<file path="src/rtl/hex_scan_ctrl_pkg.sv">
// Shared types and constants for the multiplexed 7-segment scan controller.
// Segment patterns are active-low, ordered {g,f,e,d,c,b,a}.
package hex_pkg;

    typedef enum logic [1:0] {
        S_IDLE,
        S_SETUP,
        S_SHOW
    } scan_state_e;

    localparam logic [6:0] SEG_BLANK = 7'b1111111;
    localparam logic [3:0] BCD_MAX   = 4'd9;

    function automatic logic nibbleValid(input logic [3:0] nibble);
        return nibble <= BCD_MAX;
    endfunction

endpackage

</file>
<file path="src/rtl/hex_scan_ctrl_if.sv">
// Frame-load handshake, shared-decoder link and display pins of the scan controller.
// The slave modport is the controller; the master modport is its surroundings.
interface hex_scan_ctrl_if #(
    parameter int NUM_DIGITS = 4
);

    logic                    load_valid;
    logic                    load_ready;
    logic [4*NUM_DIGITS-1:0] load_data;
    logic                    blank_zero;
    logic [3:0]              dec_q;
    logic [6:0]              dec_seg;
    logic [6:0]              seg_out;
    logic [NUM_DIGITS-1:0]   digit_en;
    logic                    frame_done;

    modport master (
        output load_valid,
        output load_data,
        output blank_zero,
        output dec_seg,
        input  load_ready,
        input  dec_q,
        input  seg_out,
        input  digit_en,
        input  frame_done
    );

    modport slave (
        input  load_valid,
        input  load_data,
        input  blank_zero,
        input  dec_seg,
        output load_ready,
        output dec_q,
        output seg_out,
        output digit_en,
        output frame_done
    );

endinterface

</file>
<file path="src/rtl/hex_scan_ctrl_scan_timer.sv">
// Dwell down-counter: reloads to REFRESH_DIV-1, counts down while enabled
// and flags terminal count while it sits at zero.
module scan_timer #(
    parameter int REFRESH_DIV = 50000
) (
    input  logic clk,
    input  logic reset,
    input  logic load_i,
    input  logic en_i,
    output logic tc_o
);

    localparam int CNT_W = (REFRESH_DIV > 2) ? $clog2(REFRESH_DIV) : 1;
    localparam logic [CNT_W-1:0] RELOAD = CNT_W'(REFRESH_DIV - 1);

    logic [CNT_W-1:0] cnt_q;
    logic [CNT_W-1:0] cnt_d;

    // Saturate at zero so a late disable never wraps to a huge dwell.
    always_comb begin
        cnt_d = cnt_q;
        if (load_i) begin
            cnt_d = RELOAD;
        end else if (en_i && (cnt_q != '0)) begin
            cnt_d = cnt_q - 1'b1;
        end
    end

    always_ff @(posedge clk) begin
        if (reset) begin
            cnt_q <= '0;
        end else begin
            cnt_q <= cnt_d;
        end
    end

    assign tc_o = (cnt_q == '0);

endmodule

</file>
<file path="src/rtl/hex_scan_ctrl.sv">
// Time-multiplexed scan scheduler sharing one external BCD decoder across NUM_DIGITS digits.
// Frames are double-buffered and only swapped at the end of a full scan.
module hex_scan_ctrl
    import hex_pkg::*;
#(
    parameter int NUM_DIGITS  = 4,
    parameter int REFRESH_DIV = 50000
) (
    input logic            clk,
    input logic            reset,
    hex_scan_ctrl_if.slave bus
);

    localparam int IDX_W = (NUM_DIGITS > 1) ? $clog2(NUM_DIGITS) : 1;
    localparam logic [IDX_W-1:0] LAST_IDX = IDX_W'(NUM_DIGITS - 1);

    scan_state_e                 state_q;
    logic [NUM_DIGITS-1:0][3:0]  active_q;
    logic [NUM_DIGITS-1:0][3:0]  pending_q;
    logic                        pendFull_q;
    logic [IDX_W-1:0]            idx_q;
    logic [6:0]                  segOut_q;
    logic [NUM_DIGITS-1:0]       digitEn_q;
    logic                        frameDone_q;

    logic [3:0]                  curNibble;
    logic                        upperZero;
    logic                        suppress;
    logic [6:0]                  segNext_d;
    logic                        accept;
    logic                        lastDigit;
    logic                        timerLoad;
    logic                        timerEn;
    logic                        timerTc;

    assign accept    = bus.load_valid & ~pendFull_q;
    assign lastDigit = (idx_q == LAST_IDX);
    assign curNibble = active_q[idx_q];
    assign timerLoad = (state_q == S_SETUP);
    assign timerEn   = (state_q == S_SHOW);

    // A digit is a leading zero when it and every more-significant nibble are zero.
    always_comb begin
        upperZero = 1'b1;
        for (int j = 0; j < NUM_DIGITS; j++) begin
            if ((j >= int'(idx_q)) && (active_q[j] != 4'd0)) begin
                upperZero = 1'b0;
            end
        end
        suppress  = bus.blank_zero & upperZero & (idx_q != '0);
        segNext_d = (suppress || !nibbleValid(curNibble)) ? SEG_BLANK : bus.dec_seg;
    end

    scan_timer #(
        .REFRESH_DIV(REFRESH_DIV)
    ) uTimer (
        .clk    (clk),
        .reset  (reset),
        .load_i (timerLoad),
        .en_i   (timerEn),
        .tc_o   (timerTc)
    );

    // Segments are latched while every digit is dark, so a lit digit never sees a stale pattern.
    always_ff @(posedge clk) begin
        if (reset) begin
            state_q     <= S_IDLE;
            active_q    <= '0;
            pending_q   <= '0;
            pendFull_q  <= 1'b0;
            idx_q       <= '0;
            segOut_q    <= SEG_BLANK;
            digitEn_q   <= '0;
            frameDone_q <= 1'b0;
        end else begin
            frameDone_q <= 1'b0;

            if (accept) begin
                pending_q  <= bus.load_data;
                pendFull_q <= 1'b1;
            end

            unique case (state_q)
                S_IDLE: begin
                    if (pendFull_q) begin
                        active_q   <= pending_q;
                        pendFull_q <= 1'b0;
                        idx_q      <= '0;
                        state_q    <= S_SETUP;
                    end
                end
                S_SETUP: begin
                    segOut_q  <= segNext_d;
                    digitEn_q <= NUM_DIGITS'(1) << idx_q;
                    state_q   <= S_SHOW;
                end
                S_SHOW: begin
                    if (timerTc) begin
                        digitEn_q <= '0;
                        state_q   <= S_SETUP;
                        if (lastDigit) begin
                            idx_q       <= '0;
                            frameDone_q <= 1'b1;
                            if (pendFull_q) begin
                                active_q   <= pending_q;
                                pendFull_q <= 1'b0;
                            end
                        end else begin
                            idx_q <= idx_q + 1'b1;
                        end
                    end
                end
                default: begin
                    state_q <= S_IDLE;
                end
            endcase
        end
    end

    assign bus.load_ready = ~pendFull_q;
    assign bus.dec_q      = curNibble;
    assign bus.seg_out    = segOut_q;
    assign bus.digit_en   = digitEn_q;
    assign bus.frame_done = frameDone_q;

endmodule

</file>
<file path="src/flat_wrapper.sv">
// flat-port wrapper written by rule: the top's interface ports become plain ports
module hex_scan_ctrl_flat import hex_pkg::*;
#(
    parameter int NUM_DIGITS  = 4,
    parameter int REFRESH_DIV = 50000
)
  (clk, reset, bus_load_valid, bus_load_data, bus_blank_zero, bus_dec_seg, bus_load_ready, bus_dec_q, bus_seg_out, bus_digit_en, bus_frame_done);
  hex_scan_ctrl_if #(.NUM_DIGITS(NUM_DIGITS)) bus_i ();
  input logic clk;
  input logic reset;
  input wire logic [$bits(bus_i.load_valid)-1:0] bus_load_valid;
  input wire logic [$bits(bus_i.load_data)-1:0] bus_load_data;
  input wire logic [$bits(bus_i.blank_zero)-1:0] bus_blank_zero;
  input wire logic [$bits(bus_i.dec_seg)-1:0] bus_dec_seg;
  output wire logic [$bits(bus_i.load_ready)-1:0] bus_load_ready;
  output wire logic [$bits(bus_i.dec_q)-1:0] bus_dec_q;
  output wire logic [$bits(bus_i.seg_out)-1:0] bus_seg_out;
  output wire logic [$bits(bus_i.digit_en)-1:0] bus_digit_en;
  output wire logic [$bits(bus_i.frame_done)-1:0] bus_frame_done;
  assign bus_i.load_valid = bus_load_valid;
  assign bus_i.load_data = bus_load_data;
  assign bus_i.blank_zero = bus_blank_zero;
  assign bus_i.dec_seg = bus_dec_seg;
  assign bus_load_ready = bus_i.load_ready;
  assign bus_dec_q = bus_i.dec_q;
  assign bus_seg_out = bus_i.seg_out;
  assign bus_digit_en = bus_i.digit_en;
  assign bus_frame_done = bus_i.frame_done;
  hex_scan_ctrl #(.NUM_DIGITS(NUM_DIGITS), .REFRESH_DIV(REFRESH_DIV)) u_core (.clk(clk), .reset(reset), .bus(bus_i));
endmodule
</file>
<file path="config.mk">
export PLATFORM = sky130hd
export DESIGN_NAME = hex_scan_ctrl_flat
export DESIGN_NICKNAME = d
export VERILOG_FILES = /design/src/rtl/hex_scan_ctrl_pkg.sv /design/src/rtl/hex_scan_ctrl_if.sv /design/src/rtl/hex_scan_ctrl_scan_timer.sv /design/src/rtl/hex_scan_ctrl.sv /design/src/flat_wrapper.sv
export SDC_FILE = /design/constraint.sdc
export NUM_CORES = 1
export LEC_CHECK = 0
export BUFFER_PORTS_ARGS = -buffer_cell sky130_fd_sc_hd__buf_2
export CAP_MARGIN = 20
export CORE_ASPECT_RATIO = 0.8
export CORE_UTILIZATION = 55
export DETAILED_ROUTE_END_ITERATION = 16
export PLACE_DENSITY = 0.77
export SLEW_MARGIN = 20
export SYNTH_ARGS = -nofsm -noshare
export SYNTH_HDL_FRONTEND = slang
export SYNTH_SLANG_ARGS = --single-unit
export TNS_END_PERCENT = 30
</file>
<file path="constraint.sdc">
create_clock -name clk -period 8.5 [get_ports clk]
set_input_delay 0.85 -clock clk [delete_from_list [all_inputs] [get_ports clk]]
set_output_delay 0.85 -clock clk [all_outputs]
set_load 0.02 [all_outputs]
</file>
# ---- Word-level counts from Yosys, hierarchy flattened
# Cells that the tools add are included.
dict set report op_classes {
  addsub 2
  order_cmp 5
  n_eq_ne 6
  shifts 1
  n_mux 28
  bitwise 6
  n_reduce_logical 23
}
# cell count
set ops {}
lappend ops {{$mux 16} 5}
lappend ops {{$pmux 16 s2} 1}
lappend ops {{$logic_not 16->1} 1}
lappend ops {{$reduce_bool 16->1} 1}
lappend ops {{$reduce_bool 4->1} 4}
lappend ops {{$sub 16x1->16 const B} 1}
lappend ops {{$mux 2} 5}
lappend ops {{$mux 1} 9}
lappend ops {{$bmux 4 s2} 1}
lappend ops {{$mux 4} 2}
lappend ops {{$pmux 4 s2} 1}
lappend ops {{$reduce_bool 2->1} 4}
lappend ops {{$mux 7} 1}
lappend ops {{$ne 2x1->1 const B} 3}
lappend ops {{$pmux 2 s3} 1}
lappend ops {{$reduce_and 3->1} 2}
lappend ops {{$eq 2x2->1 const B} 2}
lappend ops {{$ge 1x2->1 const A} 2}
lappend ops {{$le 4x4->1 const B} 1}
lappend ops {{$logic_and 1x1->1} 4}
lappend ops {{$pmux 2 s2} 1}
lappend ops {{$reduce_and 2->1} 2}
lappend ops {{$shl 1x2->4 const A} 1}
lappend ops {{$and 1x1->1} 3}
lappend ops {{other kinds (11)} 13}
dict set report word_totals {
  regBits 65
  in_bits 27
  output_inout_bits 17
}

# ---- Depth between registers and ports, before layout
dict set report logic_depth {
  depth_word 10
  depth_mapped 10
  mapped_depth_nobuf 7
}

# ---- Cells and area by module
# From an unflattened synthesis, not the netlist that was laid out.
dict set report hier_totals {
  hier_cells 314
  area_unflattened_um2 2859.0
}
# module n_inst cells_each area_each_um2
set modules_own_cells {}
lappend modules_own_cells {hex_scan_ctrl 1 213 1985.7}
lappend modules_own_cells {scan_timer 1 101 873.3}

# ---- Worst setup path before layout
# OpenSTA, ideal clock, no wires.
dict set report synth_path {
  path_kind {register to register}
  from {reg u_core.uTimer.cnt_q[0]}
  to {reg u_core.active_q[0] (netlist bit)}
  setup_ns 0.072
  arrival_ns 2.716
  required_ns 8.428
  setup_slack_ns 5.712
  path_stages_with_launch 11
  n_path_buf 3
  cell_sequence {dfxtp_1 -> inv_1 -> ha_1 -> or3b_1 -> buf_2 -> or4_4 -> buf_6 -> o21a_4 -> a2111oi_4 -> buf_6 -> mux2i_1}
}
dict set report synth_between {
  elab_chain_len 3
}
# element line_no
set synth_lines {}
lappend synth_lines {{start: declaration} hex_scan_ctrl_scan_timer.sv:16} ;# logic [CNT_W-1:0] cnt_q;
lappend synth_lines {{start signal: assignment} hex_scan_ctrl_scan_timer.sv:33} ;# cnt_q <= cnt_d;
lappend synth_lines {{$logic_not 16->1} hex_scan_ctrl_scan_timer.sv:37} ;# assign tc_o = (cnt_q == '0);
lappend synth_lines {{$ne 2x1->1 (no source line)} -}
lappend synth_lines {{$reduce_and 3->1 (no source line)} -}
lappend synth_lines {{end signal: assignment} hex_scan_ctrl.sv:86} ;# active_q <= pending_q;
lappend synth_lines {{end signal: assignment} hex_scan_ctrl.sv:105} ;# active_q <= pending_q;
lappend synth_lines {{end: declaration} hex_scan_ctrl.sv:18} ;# logic [NUM_DIGITS-1:0][3:0] active_q;
# Every way passes these cells.
# A chain may end at the register's enable or synchronous reset.

# ---- Worst setup path in the final report
dict set report layout_path {
  from {reg u_core.uTimer.cnt_q[0]}
  to {reg u_core.active_q[14] (netlist bit)}
}
# Same word-level chain as after synthesis.

==> flow_summary.json <==
{
  "status": "complete, no violations",
  "crit_path_start_kind": "flip-flop",
  "hold_violations": 0,
  "pwr_density_cell_nw_per_um2": 227,
  "root_buffer": "clkbuf_8",
  "period_minus_slack_ps": 2750,
  "tightest_slew_ps": 777,
  "critPathMaxStageDelay_ps": 520,
  "avgViaCountPerCell": 5.60,
  "fin_setup_tns_ps": 0,
  "async_flop_share_pct": 0,
  "clockBufferDepth": 2,
  "p_sw_share_pct": 26.7,
  "p_sw_uw": 203,
  "synthTopCellsByCount": "dfxtp_1 (65), nand2_1 (38), a21oi_1 (35), nand2b_1 (35), mux2i_1 (17)",
  "std_cell_rows": 23,
  "crit_type": "reg2reg",
  "maxCapViolCount": 0,
  "setup_violations": 0,
  "ios": 44,
  "synth.distinct_cells": 36,
  "layout-drive-gt1-share_pct": 20.6,
  "clkTransAtPathRegs_ps": 70,
  "drv_slew": 0,
  "hpwl_mm": 3.92,
  "critPathTopFamily": "simple AND/OR/NAND/NOR gates",
  "port_buffers": 43,
  "p_int_uw": 560,
  "grt_pass1_vias": 2080,
  "synth_edf_count": 0,
  "synth.avg_cell_area_um2": 9.15,
  "synth_top_flop_cell": "dfxtp_1",
  "routabilityCongestion": 0.819,
  "synth_seq_cells": 65,
  "grt_setup_unrepaired": "no",
  "instances_no_fill": 421,
  "p_total_uw": 763,
  "cts-resized-gates": 0,
  "cts_tree": "yes",
  "clkPwrFrac_pct": 40.4,
  "critical_path_buf_inv_count": 2,
  "start_util_pct": 57.8,
  "cts_setup_buffers": 0,
  "syn_area_um2": 2910,
  "antenna_found_initial": 0,
  "fp.coreArea_um2": 5040,
  "yosys-top-cells-area": "dfxtp_1 (45%), nand2b_1 (7.5%), a21oi_1 (6.0%)",
  "vias": 2358,
  "relSlewSlack_pct": 47.7,
  "p_seq_share_pct": 44.3,
  "path_max_fanout": 16,
  "drt_iter0_drc": 135,
  "cts_buffers": 9,
  "worst_path_max_delay_cell": "or4_4",
  "p_comb_share_pct": 15.4,
  "fmax_ghz": 0.363,
  "grt_pass1_wl_mm": 9.70,
  "die_area_um2": 5590,
  "layout.nets": 387,
  "required_ps": 8770,
  "synth_largest_area_cell": "dfxtp_1",
  "synth_top_area_share_pct": 44.7,
  "crit_chain": "inv_1 -> ha_1 -> or3b_1 -> or4_4 -> o21a_4 -> a2111oi_4 -> buf_4 -> mux2i_1",
  "worstSkewPairLatency_ps": 360,
  "placedCellCount": 405,
  "syn_nets": 351,
  "netlist_instances": 318,
  "wl_mm": 5.95,
  "remaining_drc_errors": 0,
  "antenna_cells": 0,
  "syn2layout_area_growth_pct": 15.7,
  "worstHoldPathType": "reg2reg",
  "htreeDepth": 3,
  "wire_per_inst_um": 14.1,
  "fp.dieW_um": 83.3,
  "drt-pass1-iter-count": 5,
  "cts.sinks": 65,
  "grt_overflow_total": 0,
  "antenna_left": 0,
  "ir_worst_vdd_mv": 0.187,
  "die_h_um": 67.1,
  "critPathCaptureType": "flip-flop",
  "grt_usage_pct": 22.6,
  "synth_warnings": 0,
  "yosysMostFrequentCell": "dfxtp_1",
  "period_share_pct": 32.4,
  "grt_max_degree": 71,
  "leakagePower_nw": 1.28,
  "ys_seq_area_share_pct": 44.7,
  "worstPathArrival_ps": 3020,
  "cts_hold_buf": 0,
  "skew_ps": 14.4
}
routing by layer:
metal	part of all wire, %	up-vias	track usage, %
li1	-	1184	-
met1	51	1097	30.3
met2	42	66	33.2
met3	5.5	11	6.07
met4	1.9	0	12.7
met5	0	-	0
cells by family (layout without fill, tap and decap cells):
group | after synthesis | in the layout | share of synthesized area (%)
AND/OR/NAND/NOR | 130 | 130 | 23.6
flip-flops | 65 | 65 | 44.7
multiplexers | 21 | 21 | 8.94
adder cells (fa/ha/maj) | 6 | 6 | 2.58
AO/OA/AOI/OAI | 63 | 63 | 14.1
buffers and inverters | 26 | 67 | 3.91
XOR/XNOR | 7 | 7 | 2.11
layout make-up:
cell class	count	area, um2
fill	423	1670
multi-input combinational	227	1500
sequential	65	1300
timing repair buffer	45	230
clock buffer	12	165
tap	62	77.6
clock inverter	4	73.8
inverter	6	22.5
path summary, 6_finish.rpt:
kind,to,start,cells after the start,slack [ps]
setup / recovery,u_core.active_q[14]$_SDFFE_PP0P_,u_core.uTimer.cnt_q[0]$_SDFFE_PP0P_,8,5750
hold / removal,u_core.pending_q[5]$_SDFFE_PP0P_,u_core.pending_q[5]$_SDFFE_PP0P_,2,450
setup reg to reg,u_core.active_q[14]$_SDFFE_PP0P_,u_core.uTimer.cnt_q[0]$_SDFFE_PP0P_,8,5750
hold reg to reg,u_core.pending_q[5]$_SDFFE_PP0P_,u_core.pending_q[5]$_SDFFE_PP0P_,2,450
placed cells by master, fill, tap and decap left out, drive strengths merged:
cell | Yosys | routed
dfxtp | 65 | 65
buf | 5 | 45
nand2 | 38 | 38
nand2b | 35 | 35
a21oi | 35 | 35
mux2i | 17 | 17
nor2 | 14 | 14
clkbuf | 15 | 12
nand3 | 10 | 10
o211ai | 7 | 7
o22a | 7 | 7
xor2 | 7 | 7
or3 | 7 | 7
inv | 6 | 6
nor3 | 6 | 6
ha | 6 | 6
or4 | 6 | 6
mux4 | 4 | 4
nor4 | 4 | 4
o31ai | 4 | 4
nand3b | 3 | 3
o21ai | 3 | 3
nor2b | 3 | 3
or2 | 2 | 2
a31oi | 2 | 2
a211oi | 2 | 2
bufinv | 0 | 2
clkinv | 0 | 2
or3b | 1 | 1
o21a | 1 | 1
a2111oi | 1 | 1
o22ai | 1 | 1
nand4 | 1 | 1
power groups by stage:
stage          clock (mW)  sequential, mW  combinational, mW
6_report            0.308           0.338              0.117
5_1_grt             0.323           0.340              0.128
4_1_cts             0.313           0.337              0.115
3_5_place_dp            0           0.344              0.115
3_3_place_gp            0           0.343              0.112
2_1_floorplan           0           0.342             0.0976
flip-flops by register name, indices dropped and copies added (netlist names):
signal and cells:
u_core.state_q 2, u_core.bus.seg_out 7, u_core.pendFull_q 1, u_core.idx_q 2, u_core.pending_q 16, u_core.active_q 16, u_core.bus.frame_done 1, u_core.bus.digit_en 4
u_core.uTimer.cnt_q 16
per-stage QoR:
stage                     cell area [um2]  hold WS [ps]  utilization [%]  setup WS [ps]
after global routing                 3370           474             66.9           5610
after floorplan                      2910           437                -           5710
after CTS                            3370           457             66.8           5760
after detailed placement             3130           447             62.1           5810
after global placement               3130           443             62.1           5900
final                                3370           454             66.9           5750
worst min-delay path: cells and delay by family (launching register included):
family | cells | cell delay (ps)
and+or+nand+nor | 1 | 50
AOI/OAI and AO/OA | 1 | 50
DFF | 1 | 310
Note: power is estimated with default switching activity, not from simulation.
